<file path="config.mk">
export PLATFORM = sky130hd
export DESIGN_NAME = uart_tx_arb
export DESIGN_NICKNAME = d
export VERILOG_FILES = /design/src/rtl/uart_pkg.sv /design/src/rtl/uart_rr_pick.sv /design/src/rtl/uart_tx_arb.sv
export SDC_FILE = /design/constraint.sdc
export NUM_CORES = 1
export LEC_CHECK = 0
export ABC_AREA = 1
export BUFFER_PORTS_ARGS = -buffer_cell sky130_fd_sc_hd__buf_2
export CAP_MARGIN = 10
export CELL_PAD_IN_SITES_DETAIL_PLACEMENT = 1
export CELL_PAD_IN_SITES_GLOBAL_PLACEMENT = 1
export CORE_AREA = 2 2 84 86
export DETAILED_ROUTE_END_ITERATION = 10
export DIE_AREA = 0 0 86 88
export PLACE_DENSITY = 0.83
export REMOVE_ABC_BUFFERS = 1
export SYNTH_ARGS = -nofsm -noshare
export SYNTH_HDL_FRONTEND = slang
export SYNTH_SLANG_ARGS = --single-unit
</file>
<file path="constraint.sdc">
create_clock -name mclk -period 4.9 [get_ports mclk]
set_input_delay 0.245 -clock mclk [delete_from_list [all_inputs] [get_ports mclk]]
set_output_delay 0.245 -clock mclk [all_outputs]
set_load 0.05 [all_outputs]
</file>
<file path="src/rtl/uart_pkg.sv">
// Shared definitions for the UART transmit arbiter: FSM encoding, default
// limits, counter widths and the grant-index width helper.
package uart_pkg;

    typedef enum logic {
        ST_IDLE = 1'b0,
        ST_LOCK = 1'b1
    } arb_state_e;

    localparam int unsigned BURST_MAX_DEF = 64;
    localparam int unsigned IDLE_TO_DEF   = 255;
    localparam int unsigned BURST_CNT_W   = 8;
    localparam int unsigned IDLE_CNT_W    = 16;

    // Index width for n requesters; never narrower than one bit.
    function automatic int unsigned id_width(input int unsigned n);
        return (n > 1) ? $clog2(n) : 1;
    endfunction

endpackage

</file>
<file path="src/rtl/uart_rr_pick.sv">
// Combinational round-robin first-one search.
// Ports:
//   req_i      - request vector, one bit per requester
//   last_id_i  - index that was served last (lowest priority this round)
//   found_o    - at least one request bit is set
//   idx_o      - first set index searching upward from last_id_i+1 with wrap
module uart_rr_pick
    import uart_pkg::*;
#(
    parameter int unsigned NREQ = 4,
    parameter int unsigned IDW  = id_width(NREQ)
) (
    input  logic [NREQ-1:0] req_i,
    input  logic [IDW-1:0]  last_id_i,
    output logic            found_o,
    output logic [IDW-1:0]  idx_o
);

    // Walk from lowest priority (offset NREQ == last_id) to highest
    // (offset 1) so the last hit written is the winner.
    always_comb begin
        int unsigned cand;
        cand    = 0;
        found_o = 1'b0;
        idx_o   = '0;
        for (int unsigned k = 0; k < NREQ; k++) begin
            cand = (32'(last_id_i) + NREQ - k) % NREQ;
            if (req_i[IDW'(cand)]) begin
                found_o = 1'b1;
                idx_o   = IDW'(cand);
            end
        end
    end

endmodule

</file>
<file path="src/rtl/uart_tx_arb.sv">
// Round-robin arbiter sharing one UART TX byte port among NREQ sources.
// A grant stays locked until the source ends a message, uses up its burst
// budget or goes quiet for IDLE_TO cycles, so messages never interleave.
// Ports:
//   mclk, reset_n   - clock, asynchronous active-low reset
//   cfg_en          - allow new grants (an existing lock always runs out)
//   req_valid/data/last/ready - per-requester byte handshake (req_ready is
//                     combinational on tx_ready)
//   tx_valid/data/ready - registered byte port towards the UART TX core
//   grant_vld/grant_id  - current lock and owner
//   to_pulse        - one-cycle pulse when a lock is revoked by timeout
module uart_tx_arb
    import uart_pkg::*;
#(
    parameter int unsigned NREQ      = 4,
    parameter int unsigned BURST_MAX = BURST_MAX_DEF,
    parameter int unsigned IDLE_TO   = IDLE_TO_DEF,
    parameter int unsigned IDW       = id_width(NREQ)
) (
    input  logic              mclk,
    input  logic              reset_n,
    input  logic              cfg_en,
    input  logic [NREQ-1:0]   req_valid,
    input  logic [8*NREQ-1:0] req_data,
    input  logic [NREQ-1:0]   req_last,
    output logic [NREQ-1:0]   req_ready,
    output logic              tx_valid,
    output logic [7:0]        tx_data,
    input  logic              tx_ready,
    output logic              grant_vld,
    output logic [IDW-1:0]    grant_id,
    output logic              to_pulse
);

    arb_state_e             state_q, state_d;
    logic [IDW-1:0]         gid_q, gid_d;
    logic [IDW-1:0]         last_id_q, last_id_d;
    logic                   gvld_q, gvld_d;
    logic [BURST_CNT_W-1:0] burst_q, burst_d;
    logic [IDLE_CNT_W-1:0]  idle_q, idle_d;
    logic                   txv_q, txv_d;
    logic [7:0]             txd_q, txd_d;
    logic                   to_q, to_d;

    logic                   pick_found;
    logic [IDW-1:0]         pick_idx;
    logic                   slot_free;
    logic                   sel_valid;
    logic                   sel_last;
    logic [7:0]             sel_data;
    logic                   accept;
    logic [BURST_CNT_W:0]   burst_inc;
    logic [IDLE_CNT_W:0]    idle_inc;
    logic                   burst_hit;
    logic                   idle_hit;

    uart_rr_pick #(
        .NREQ (NREQ),
        .IDW  (IDW)
    ) u_pick (
        .req_i     (req_valid),
        .last_id_i (last_id_q),
        .found_o   (pick_found),
        .idx_o     (pick_idx)
    );

    // Granted source's byte and handshake qualifiers.
    assign slot_free = !txv_q || tx_ready;
    assign sel_valid = req_valid[gid_q];
    assign sel_last  = req_last[gid_q];
    assign sel_data  = req_data[32'(gid_q)*8 +: 8];
    assign accept    = (state_q == ST_LOCK) && sel_valid && slot_free;

    // Counters are compared one bit wider so they never wrap silently.
    assign burst_inc = (BURST_CNT_W+1)'(burst_q) + (BURST_CNT_W+1)'(1);
    assign idle_inc  = (IDLE_CNT_W+1)'(idle_q) + (IDLE_CNT_W+1)'(1);
    assign burst_hit = burst_inc >= (BURST_CNT_W+1)'(BURST_MAX);
    assign idle_hit  = idle_inc >= (IDLE_CNT_W+1)'(IDLE_TO);

    // Only the locked source may see ready, and only when the output slot frees.
    always_comb begin
        req_ready = '0;
        if (state_q == ST_LOCK && slot_free) begin
            req_ready[gid_q] = 1'b1;
        end
    end

    // Next-state and registered-output logic.
    always_comb begin
        state_d   = state_q;
        gid_d     = gid_q;
        last_id_d = last_id_q;
        gvld_d    = gvld_q;
        burst_d   = burst_q;
        idle_d    = idle_q;
        txv_d     = txv_q;
        txd_d     = txd_q;
        to_d      = 1'b0;

        // Output register: a new byte wins over draining the old one.
        if (accept) begin
            txv_d = 1'b1;
            txd_d = sel_data;
        end else if (tx_ready) begin
            txv_d = 1'b0;
        end

        unique case (state_q)
            ST_IDLE: begin
                if (cfg_en && pick_found) begin
                    state_d = ST_LOCK;
                    gvld_d  = 1'b1;
                    gid_d   = pick_idx;
                    burst_d = '0;
                    idle_d  = '0;
                end
            end
            ST_LOCK: begin
                if (accept) begin
                    burst_d = BURST_CNT_W'(burst_inc);
                    idle_d  = '0;
                    if (sel_last || burst_hit) begin
                        state_d   = ST_IDLE;
                        gvld_d    = 1'b0;
                        last_id_d = gid_q;
                    end
                end else if (!sel_valid) begin
                    // A stalled tx path with valid held is not idleness.
                    if (idle_hit) begin
                        state_d   = ST_IDLE;
                        gvld_d    = 1'b0;
                        last_id_d = gid_q;
                        to_d      = 1'b1;
                    end else begin
                        idle_d = IDLE_CNT_W'(idle_inc);
                    end
                end
            end
            default: begin
                state_d = ST_IDLE;
                gvld_d  = 1'b0;
            end
        endcase
    end

    // State register; reset drops any buffered byte.
    always_ff @(posedge mclk or negedge reset_n) begin
        if (!reset_n) begin
            state_q   <= ST_IDLE;
            gid_q     <= '0;
            last_id_q <= IDW'(NREQ - 1);
            gvld_q    <= 1'b0;
            burst_q   <= '0;
            idle_q    <= '0;
            txv_q     <= 1'b0;
            txd_q     <= '0;
            to_q      <= 1'b0;
        end else begin
            state_q   <= state_d;
            gid_q     <= gid_d;
            last_id_q <= last_id_d;
            gvld_q    <= gvld_d;
            burst_q   <= burst_d;
            idle_q    <= idle_d;
            txv_q     <= txv_d;
            txd_q     <= txd_d;
            to_q      <= to_d;
        end
    end

    assign tx_valid  = txv_q;
    assign tx_data   = txd_q;
    assign grant_vld = gvld_q;
    assign grant_id  = gid_q;
    assign to_pulse  = to_q;

endmodule

</file>
==> metrics <==
nets=468; CTS root buf=clkbuf_8; dpl cells=494; CTS tree=built; Synth Register Bits=40; drt drc=0; PortBufs=60; # Max-Cap Violations=0; Slew Viols, Final=0; Antenna Nets Post-Route=0; fin crit period=2.52 ns; largest cells by area after synthesis=dfrtp_1 36%, nand2_1 14%, nand3_1 7.2%, nor2_1 5.3%, inv_1 5.1%; Mean Syn Cell Area=7.23 um2; first-pass GRT wire length=13000 um; Worst Max-Slew Pin Slew=0.925 ns; Buffers & Inverters on Critical Path=3; Remaining Overflow, GRT=0; antenna diode count=0; Critical Path Start=grant_id[1]$_DFFE_PN0P_; CTS resizes=0; DRT Pass-1 Iters=4; Die Y=88 um; Tcrit/Tclk final=51.5%; Critical-path top delay cell=dfrtp_1; clock network power share=15.2%; Power Internal=864 uW; CP cell instances=inv_4, nor2_4, nand2_1, o2111ai_2, nand2_2, inv_2, nor2_2, nand3_1, nand3_1, nand2_1, inv_1; Reg clk slew, reported paths=0.09 ns; Synth Cell Area=2630 um2; post-synthesis mux area share=0%; simple-gate portion of the synthesized area=39.4%; Synth area leader=dfrtp_1; fraction of layout cells with a size suffix above 1=23.7%; CTS buffer count=5; final worst slack=2.38 ns; largest net degree at the start of global routing=41; CP top delay family=simple AND/OR/NAND/NOR gates; Synth Area in Compound Gates=10.5%; critical path's largest stage delay=0.74 ns; wire length per cell=15.2 um; Longest Clk Path Bufs=2; endpoint type of the worst setup path=flop; I/O pins=61; power per cell area=597 nW/um2; vias in the first global route=2731; post-CTS setup buffers=0; Total Routing Usage GR=21.7%; routed vias/inst=5.21; Required @ worst endpoint=5.09 ns; Crit Path Max Fanout=27; Placement Rows=30; Setup Skew=0.0132 ns; Area growth syn-to-layout=17.3%; Initial Util=39.5%; Final GP Congestion=0.887; Comb pwr share=54.5%; die area=7570 um2; worst skew pair latency=0.31 ns; area of the core=6640 um2; htree depth=2; critical path class=reg -> reg; switching power=975 uW; TNS Setup=0 ns; Final setup viols=0; Hold Path Class=in -> async; worst slack, placed=2.39 ns; Pwr Total=1.84 mW; run status=finished clean; main combinational cell family by area after synthesis=simple AND/OR/NAND/NOR gates; Synth Area in Adders=1.43%; 1st-iter DRT viols=106; unrepaired setup endpoints after global routing=false; via count=2617; Leak Pwr=1.47 nW; Post-Layout Cell Count=502; dpl hpwl=5950 um; r2r startpoint=grant_id[1]$_DFFE_PN0P_; sw frac=53.0%; CP Data Arrival Time=2.72 ns; Die Span X=86 um; final wirelength=7630 um; initial antenna violation count=0; VDD IR max=310 uV; Synth top area share=36.2%; Synth warnings=0; xor and xnor area share after synthesis=2.00%; Rel. slew slack=38.3%; max frequency=396 MHz; clk sinks=40; Reg power frac=30.3%; final hold violation count=0; Post-CTS Hold Buffers=0; Synth Instances=363; Hold Slack=0.0619 ns; Netlist cell types=36; type of origin of the critical path=flop; # fillers=873; Seq/Total Area, Yosys=38.2%
cells in the mapped netlist (all sizes together):
cell type / count
clkbuf: 2
a31oi: 1
nand2: 103
a22o: 1
or2: 3
a41oi: 8
xor2: 6
o2111ai: 1
nand3: 39
ha: 3
nand4: 10
dfrtp: 38
nor3: 11
a22oi: 8
dfstp: 2
o21ai: 13
nor2: 53
o22ai: 1
inv: 41
nor3b: 1
buf: 7
a21oi: 9
nand3b: 2
cell type report:
cell class / count / area, um2 / area share [%]
multi-input combinational: 273 / 1400 / 45.5
sequential: 40 / 1000 / 32.6
timing repair buffer: 60 / 300 / 9.74
inverter: 41 / 164 / 5.32
tap: 80 / 100 / 3.25
clock buffer: 5 / 68.8 / 2.23
clock inverter: 3 / 42.5 / 1.38
cells in the final DEF, fill, tap and decap left out, types with 4 or more instances in the layout:
cell,count
a22oi_1,8
nor2_2,12
nand3_1,38
a21oi_1,9
dfrtp_1,38
nor2_1,37
nor2_4,4
inv_1,36
a41oi_1,8
buf_2,60
clkbuf_8,5
xor2_1,6
nand2_1,98
nor3_1,11
o21ai_0,10
nand4_1,10
state kept, by name, indices dropped and copies added (netlist names):
| name | count |
|---|---|
| state_q | 1 |
| idle_q | 16 |
| to_pulse | 1 |
| burst_q | 8 |
| grant_vld | 1 |
| last_id_q | 2 |
| tx_data | 8 |
| tx_valid | 1 |
| grant_id | 2 |
worst register-to-register path, stage by stage (launching register included):
cell and delay (ns):
dfrtp_1 0.74, inv_4 0.09, nor2_4 0.24, nand2_1 0.12, o2111ai_2 0.15, nand2_2 0.15, inv_2 0.38, nor2_2 0.11
nand3_1 0.17, nand3_1 0.14, nand2_1 0.09, inv_1 0.04
routing by layer:
layer / wire [um] / up-vias / track usage, %
li1: - / 1316 / -
met2: 3950 / 29 / 38.1
met1: 3400 / 1259 / 27.3
met4: 159 / 0 / 8.08
met5: 0 / - / 0
met3: 125 / 13 / 2.83
per-stage QoR:
step,util [%],instance area [um2]
after floorplan,-,2570
after global placement,44.7,2970
after detailed placement,44.7,2970
after CTS,46.4,3080
after global routing,46.4,3080
final,46.4,3080
power groups by stage:
stage	Sequential, mW	Clock, mW	Combinational, mW
floorplan	0.702	0	0.589
global placement	0.556	0	0.970
detailed placement	0.562	0	1.01
CTS	0.557	0.282	1.01
global route	0.573	0.294	1.11
finish	0.557	0.279	1.00
final timing paths:
| path | cells past startpoint | slack [ns] | to |
|---|---|---|---|
| setup reg to reg | 11 | 2.38 | grant_vld$_DFFE_PN0P_ |
| min in group mclk | 2 | 0.16 | tx_valid$_DFFE_PN0P_ |
| hold / removal | 1 | 0.06 | tx_data[1]$_DFFE_PN0P_ |
| setup / recovery | 11 | 2.38 | grant_vld$_DFFE_PN0P_ |
| max in group asynchronous | 1 | 4.24 | idle_q[1]$_DFFE_PN0P_ |
| hold reg to reg | 2 | 0.50 | last_id_q[1]$_DFFE_PN1P_ |
logic make-up (layout without fill, tap and decap cells):
group	after synthesis	after routing
flip-flops	40	40
adder cells (fa/ha/maj)	3	3
XOR/XNOR	6	6
buffers and inverters	50	109
AND/OR/NAND/NOR	222	222
AO/OA/AOI/OAI	42	42
Power figures use the tool's default switching activity.
